$ cat config.mk
export PLATFORM = sky130hd
export DESIGN_NAME = gpio_chk_satcnt
export DESIGN_NICKNAME = d
export VERILOG_FILES = /design/src/rtl/gpio_chk_satcnt.sv
export SDC_FILE = /design/constraint.sdc
export NUM_CORES = 1
export LEC_CHECK = 0
export CORE_ASPECT_RATIO = 0.7
export CORE_MARGIN = 10
export CORE_UTILIZATION = 46
export DETAILED_ROUTE_END_ITERATION = 7
export GPL_TIMING_DRIVEN = 0
export PLACE_DENSITY = 0.81
export SETUP_SLACK_MARGIN = 0.05
export SLEW_MARGIN = 20
export SYNTH_ARGS = -nofsm -noshare
export SYNTH_HDL_FRONTEND = slang
export SYNTH_SLANG_ARGS = --single-unit
$ cat constraint.sdc
create_clock -name clk -period 2.3 [get_ports clk]
set_clock_uncertainty 0.1 [all_clocks]
set_input_delay 0.575 -clock clk [delete_from_list [all_inputs] [get_ports clk]]
set_output_delay 0.575 -clock clk [all_outputs]
set_load 0.05 [all_outputs]
$ cat src/rtl/gpio_chk_satcnt.sv
// Saturating up-counter with synchronous clear (clear wins over increment).
module gpio_chk_satcnt #(
  parameter int unsigned W = 16
) (
  input  logic         clk,
  input  logic         rst,
  input  logic         clr_i,
  input  logic         inc_i,
  output logic [W-1:0] cnt_o
);

  logic [W-1:0] cnt_q, cnt_d;

  always_comb begin
    cnt_d = cnt_q;
    if (clr_i) begin
      cnt_d = '0;
    end else if (inc_i && (cnt_q != '1)) begin
      cnt_d = cnt_q + W'(1);
    end
  end

  always_ff @(posedge clk or posedge rst) begin
    if (rst) begin
      cnt_q <= '0;
    end else begin
      cnt_q <= cnt_d;
    end
  end

  assign cnt_o = cnt_q;

endmodule

======== Word level (Yosys, flattened, before mapping) ========
Index checks and enable logic that the tools add are counted.
storage, ports and cells
  input bits .............................. 4
  register bits ........................... 16
cells by class
  reduce and logical (&&, ||, !) cells .... 2
  mux-type cells .......................... 2
  equality and inequality tests ........... 1
  add/subtract/negate cells ............... 1
operator list
  operator                 count
  $mux W16                 2
  $add A16 B1 Y16 const B  1
  $ne A16 B16 Y1 const B   1
  $reduce_bool A2 Y1       1
  $logic_and A1 B1 Y1      1

======== Logic depth before layout (Yosys ltp) ========
Gate-level depths: netlist of run 1.
  word-level depth ........................ 4
  depth in mapped cells ................... 6
  gate-level depth less buffers ........... 5

======== Worst setup path before layout of run 1 ========
OpenSTA, ideal clock, no wires.
  path kind ............................... flip-flop to flip-flop
  from .................................... reg cnt_q[0] (netlist: cnt_o[0])
  to ...................................... reg cnt_q[0] (netlist: cnt_o[0])
  period minus slack after synthesis ...... 2.235 ns
  cell stages (with the launch flop) ...... 7
  data required time ...................... 2.075 ns
  arrival ................................. 2.010 ns
  setup slack ............................. 0.065 ns
  cells stage by stage .................... dfrtp_1 -> ha_1 -> clkbuf_1 -> nand3_1 -> nor4_1 -> nor2b_1 -> mux2_2
between the ends
  longest elaborated chain between the ends .. 3
  elaborated cells between the ends (all ways) .. 6
ends and longest elaborated chain
  item                                                      line    RTL
  from (decl)                                               12      logic [W-1:0] cnt_q, cnt_d;
  from (signal assigned)                                    27      cnt_q <= cnt_d;
  $add A16 B1 Y16 / $ne A16 B16 Y1 (equally long branches)  19, 18
  $mux W16 / $logic_and A1 B1 Y1 (equally long branches)    18      end else if (inc_i && (cnt_q != '1)) begin
  $mux W16 / $reduce_bool A2 Y1 (equally long branches)     n/a
Several ways; a longest one is shown, not always the timed one. The select of a mux whose other input is x is not followed.
A chain may end at the register's enable or synchronous reset.

======== Final worst setup path of run 1 ========
  from .................................... reg cnt_q[14] (netlist: cnt_o[14])
  to ...................................... out cnt_o[14]
RTL lines
  item       line  RTL
  to (decl)  9     output logic [W-1:0] cnt_o
No word-level cell between the ends.

==> results.json, run 1 <==
{
  "insertion_delay_ns": 0.29,
  "critical_path_class": "reg -> out",
  "min_path_type": "in -> reg",
  "grt_pass1_vias": 788,
  "min_period_over_period_pct": 94.8,
  "cts-htree-levels": 1,
  "clockBufferDepth": 2,
  "io_pins": 20,
  "crit_path_end_kind": "output pin",
  "grt-ovfl-total": 0,
  "finalNonFillerCells": 144,
  "num-fill-cells": 175,
  "hold_depth": 2,
  "max_cap_viol_count": 0,
  "synth_ff_type": "dfrtp_1",
  "antenna_found_initial": 0,
  "synth_edf_count": 0,
  "largest_reg_flops": 16,
  "io_buffers": 17,
  "dieHeight_um": 57.7,
  "grt_max_degree": 17,
  "synth_top_area_share_pct": 43.0,
  "critPathLaunchType": "register",
  "final_common_cell": "dfrtp_1",
  "drive_above_1_share_pct": 10.7,
  "seq_area_frac_synth_pct": 43.0,
  "synthTopCellsByArea": "dfrtp_1, a21oi_1, or4_1",
  "ir_worst_vdd_uv": 444,
  "p_leak_nw": 0.546,
  "wl_per_cell_um": 15.9,
  "path_cells": "clkdlybuf4s50_1",
  "rows": 13,
  "area_delta_synth_final_pct": 25.4,
  "grt_use_total_pct": 10.9,
  "grt_pass1_wl_mm": 3.73,
  "antenna_cells": 0,
  "cp_slowest_cell": "clkdlybuf4s50_1",
  "crit_family": "buffers and inverters",
  "drc": 0,
  "cts_root_buf": "clkbuf_4",
  "cp_slowest_stage_delay_ns": 0.82,
  "fin_nets": 128,
  "die_w_um": 73.8,
  "hold_ws_ns": 0.391,
  "required_ns": 1.62,
  "crit_fanout": 4,
  "dp_cells": 140,
  "viasPerCell": 6.18,
  "ff2ff_path_depth": 6,
  "path_buf_inv": 1,
  "status": "complete, no violations",
  "grt_setup_unrepaired": "no",
  "hold_viol": 0,
  "maxSlewViolCount": 0,
  "crit_arrival_ns": 1.50,
  "final_cell_mix": "dfrtp_1, a21oi_1, dlygate4sd2_1",
  "fin_tns_setup_ns": 0,
  "fmax_mhz": 459,
  "clock-sinks": 16,
  "routed_wl_mm": 2.29,
  "max_slew.worst_pin.slew_ns": 0.618,
  "core_area_mm2": 0.00189,
  "yosysUniqueCellTypes": 29,
  "cts_setup_buffers": 0,
  "avgSynthCellArea_um2": 9.23,
  "dp_hpwl_mm": 1.69,
  "synth_seq_cells": 16,
  "final-setup-viol-count": 0,
  "yosys.area.top_type": "dfrtp_1",
  "post-route-min-period_ns": 2.18,
  "slew_headroom_pct": 58.8,
  "synth_area_um2": 932,
  "yosys_warnings": 0,
  "synthCells": 101,
  "clk_pin_slew_ns": 0.10,
  "drt_first_iter_violations": 84,
  "async_reset_ff_share_pct": 100,
  "num_vias": 890,
  "p_per_area_mw_per_mm2": 449,
  "cts_tree": "done",
  "postCtsHoldBufs": 0,
  "dr.pass1.iters": 4,
  "place_congestion": 0.805,
  "crit_cells": 1,
  "drtAntennaViolNets": 0,
  "syn_nets": 106,
  "cts_resized": 11,
  "die_area_mm2": 0.00426,
  "start_util_pct": 49.4,
  "cts_buffers": 3
}
## cell type report
cell class	count	area (µm²)	area share (%)
plain buffers	4	25.0	2.14
clock buffers	4	36.3	3.10
inverters	3	11.3	0.964
multi-input cells	78	502	42.9
flip-flops and latches	16	400	34.3
well taps	22	27.5	2.36
repair buffers	17	166	14.2
## final timing paths
check | slack (ns) | endpoint | startpoint
worst min register to register | 0.48 | cnt_o[14] | cnt_o[14]
max in group asynchronous | 1.15 | cnt_o[13] | rst
worst max register to register | 0.18 | cnt_o[12] | cnt_o[0]
worst max-delay path | 0.12 | cnt_o[14] | cnt_o[14]
worst min-delay path | 0.39 | cnt_o[7] | clr_i
min in group asynchronous | 0.54 | cnt_o[0] | rst
## per-stage QoR
step / setup WS, ns / power (mW) / cell area [µm²] / util [%]
after CTS: 0.0581 / 0.532 / 1150 / 61.1
after global placement: 0.121 / 0.343 / 1130 / 59.9
final: 0.120 / 0.525 / 1170 / 61.9
after detailed placement: 0.0785 / 0.347 / 1130 / 59.9
after global routing: 0.0624 / 0.548 / 1170 / 61.9
after floorplan: 0.0650 / 0.328 / 932 / -
## kinds of logic after synthesis
logic type,Yosys count,synth area share [%]
muxes,3,3.49
buffers and inverters,7,3.89
AOI/OAI and AO/OA,25,15.7
and+or+nand+nor,49,32.6
DFF,16,43.0
adders and majority gates,1,1.34
## Yosys cell counts, types with 2 or more instances
| master | count |
|---|---|
| a21oi_1 | 12 |
| dfrtp_1 | 16 |
| inv_1 | 3 |
| mux2_2 | 2 |
| nand2_1 | 6 |
| nand2b_1 | 2 |
| nand3_1 | 7 |
| nand4_1 | 4 |
| nor2_1 | 3 |
| nor2b_1 | 3 |
| nor3_1 | 4 |
| nor4_1 | 3 |
| o21ai_0 | 5 |
| o31ai_1 | 5 |
| o41ai_1 | 2 |
| or3_1 | 6 |
| or4_1 | 6 |
## worst register-to-register path, stage by stage (launching register included)
cell and delay [ns]:
dfrtp_1 0.46, ha_1 0.19, clkbuf_1 0.29, nand3_1 0.11, or4_1 0.44, or3_1 0.32, a21oi_1 0.14
## metal layers
layer	vias up	GRT usage, %	routed length [µm]
li1	441	-	-
met1	429	14.6	1120
met2	18	15.4	1010
met3	2	5.61	150
met4	0	1.59	8
met5	-	0	0
## power by group
group          switching, mW  internal (mW)  total [mW]
registers            0.00594          0.284       0.290
clock network         0.0904         0.0965       0.187
logic                 0.0332         0.0142      0.0473
total                  0.130          0.395       0.525
Note: power is estimated with default switching activity, not from simulation.
==> run 2: changes to the inputs <==
Settings changed: CTS_BUF_LIST from default to sky130_fd_sc_hd__clkbuf_8.
==> results.json, run 2 (synthesis results as in run 1) <==
{
  "status": "complete, no violations",
  "drc": 0,
  "largest_reg_flops": 16,
  "min_path_type": "in -> reg",
  "register_area_um2": 400,
  "cp_slowest_cell": "clkdlybuf4s50_1",
  "grt_setup_unrepaired": "no",
  "max_slew.worst_pin.slew_ns": 0.608,
  "clock-sinks": 16,
  "place_congestion": 0.805,
  "p_leak_nw": 0.544,
  "critPathLaunchType": "register",
  "crit_family": "buffers and inverters",
  "ir_worst_vdd_uv": 455,
  "drt_first_iter_violations": 59,
  "path_buf_inv": 1,
  "final-setup-viol-count": 0,
  "slew_headroom_pct": 59.1,
  "grt_pass1_vias": 794,
  "core_area_mm2": 0.00189,
  "io_pins": 20,
  "min_period_over_period_pct": 95.8,
  "p_sw_uw": 136,
  "dieHeight_um": 57.7,
  "insertion_delay_ns": 0.25,
  "multi_input_area_um2": 502,
  "clk_pin_slew_ns": 0.06,
  "max_cap_viol_count": 0,
  "crit_fanout": 7,
  "start_util_pct": 49.4,
  "num-fill-cells": 170,
  "die_w_um": 73.8,
  "crit_path_end_kind": "output pin",
  "hold_viol": 0,
  "cts-htree-levels": 1,
  "grt_max_degree": 17,
  "clockPowerShare_pct": 42.2,
  "grt_use_total_pct": 11.2,
  "clockBufferDepth": 2,
  "grt_pass1_wl_mm": 3.77,
  "area_delta_synth_final_pct": 29.1,
  "post-route-min-period_ns": 2.20,
  "ff2ff_path_depth": 6,
  "fmax_mhz": 454,
  "dp_cells": 140,
  "cts_tree": "done",
  "fin_tns_setup_ns": 0,
  "p_int_uw": 453,
  "cts_buffers": 3,
  "crit_cells": 1,
  "maxSlewViolCount": 0,
  "fin_nets": 128,
  "pwr-share-seq_pct": 49.3,
  "final_common_cell": "dfrtp_1",
  "antenna_cells": 0,
  "cts_root_buf": "clkbuf_8",
  "crit_arrival_ns": 1.53,
  "final_cell_mix": "dfrtp_1, a21oi_1, clkdlybuf4s50_1",
  "routed_wl_mm": 2.35,
  "hold_depth": 2,
  "drtAntennaViolNets": 0,
  "reg2reg_slack_ns": 0.18,
  "drive_above_1_share_pct": 10.7,
  "wl_per_cell_um": 16.3,
  "dr.pass1.iters": 4,
  "cp_slowest_stage_delay_ns": 0.84,
  "dp_hpwl_mm": 1.69,
  "combPwrFrac_pct": 8.4,
  "io_buffers": 17,
  "grt-ovfl-total": 0,
  "rows": 13,
  "antenna_found_initial": 0,
  "finalNonFillerCells": 144,
  "num_vias": 900,
  "viasPerCell": 6.25,
  "required_ns": 1.62,
  "swShare_pct": 23.1,
  "die_area_mm2": 0.00426,
  "postCtsHoldBufs": 0,
  "critical_path_class": "reg -> out",
  "p_per_area_mw_per_mm2": 490,
  "path_cells": "clkdlybuf4s50_1"
}
==> run 2: changes by cell type in the layout (fill, tap and decap cells not counted) <==
cell,before,now
clkbuf_8,1,4
clkbuf_4,3,0
dlymetal6s2s_1,4,6
clkdlybuf4s50_1,2,9
dlygate4sd2_1,11,2
==> run 2: timing repair <==
| item | CTS | global route |
|---|---|---|
| gates resized for setup | 2 | 7 |
| setup endpoints to repair | 2 | 8 |
| buffers inserted | 0 | 0 |
| gates cloned | 0 | 0 |
==> run 2: metrics by stage <==
| stage | area (µm²) | power (mW) | hold WS [ns] | setup WS [ns] | util (%) |
|---|---|---|---|---|---|
| 4_1_cts | 1180 | 0.597 | 0.437 | 0.0550 | 62.7 |
| 3_3_place_gp | 1130 | 0.343 | 0.455 | 0.121 | 59.9 |
| 2_1_floorplan | 932 | 0.328 | 0.389 | 0.0650 | - |
| 6_report | 1200 | 0.589 | 0.438 | 0.0967 | 63.8 |
| 3_5_place_dp | 1130 | 0.347 | 0.469 | 0.0785 | 59.9 |
| 5_1_grt | 1200 | 0.617 | 0.441 | 0.0569 | 63.8 |
==> run 2: routing by layer <==
metal  share of wire (%)  global-route usage (%)  vias up  wire length, µm
li1                    -                       -      437                -
met1                  47                    14.8      433             1100
met2                  44                    15.4       26             1040
met3                 8.0                    5.61        4              187
met4                0.89                    3.18        0               21
met5                   0                       0        -                0
==> run 2: path summary, 6_finish.rpt <==
check,start,endpoint
worst max register to register,cnt_o[0],cnt_o[12]
worst min-delay path,clr_i,cnt_o[7]
min in group asynchronous,rst,cnt_o[0]
max in group asynchronous,rst,cnt_o[13]
worst max-delay path,cnt_o[3],cnt_o[3]
worst min register to register,cnt_o[14],cnt_o[14]
==> run 2: layout make-up <==
cell class,instances,share of cell area (%)
Sequential cell,16,33.3
Timing Repair Buffer,17,15.2
Inverter,3,0.936
Buffer,4,2.08
Multi-Input combinational cell,78,41.7
Tap cell,22,2.29
Clock buffer,4,4.57
==> run 2: power groups by stage <==
stage | combinational, mW | sequential [mW] | clock, mW
floorplan | 0.0223 | 0.306 | 0
global placement | 0.0486 | 0.295 | 0
detailed placement | 0.0509 | 0.296 | 0
CTS | 0.0509 | 0.291 | 0.256
global route | 0.0543 | 0.291 | 0.272
finish | 0.0498 | 0.291 | 0.249
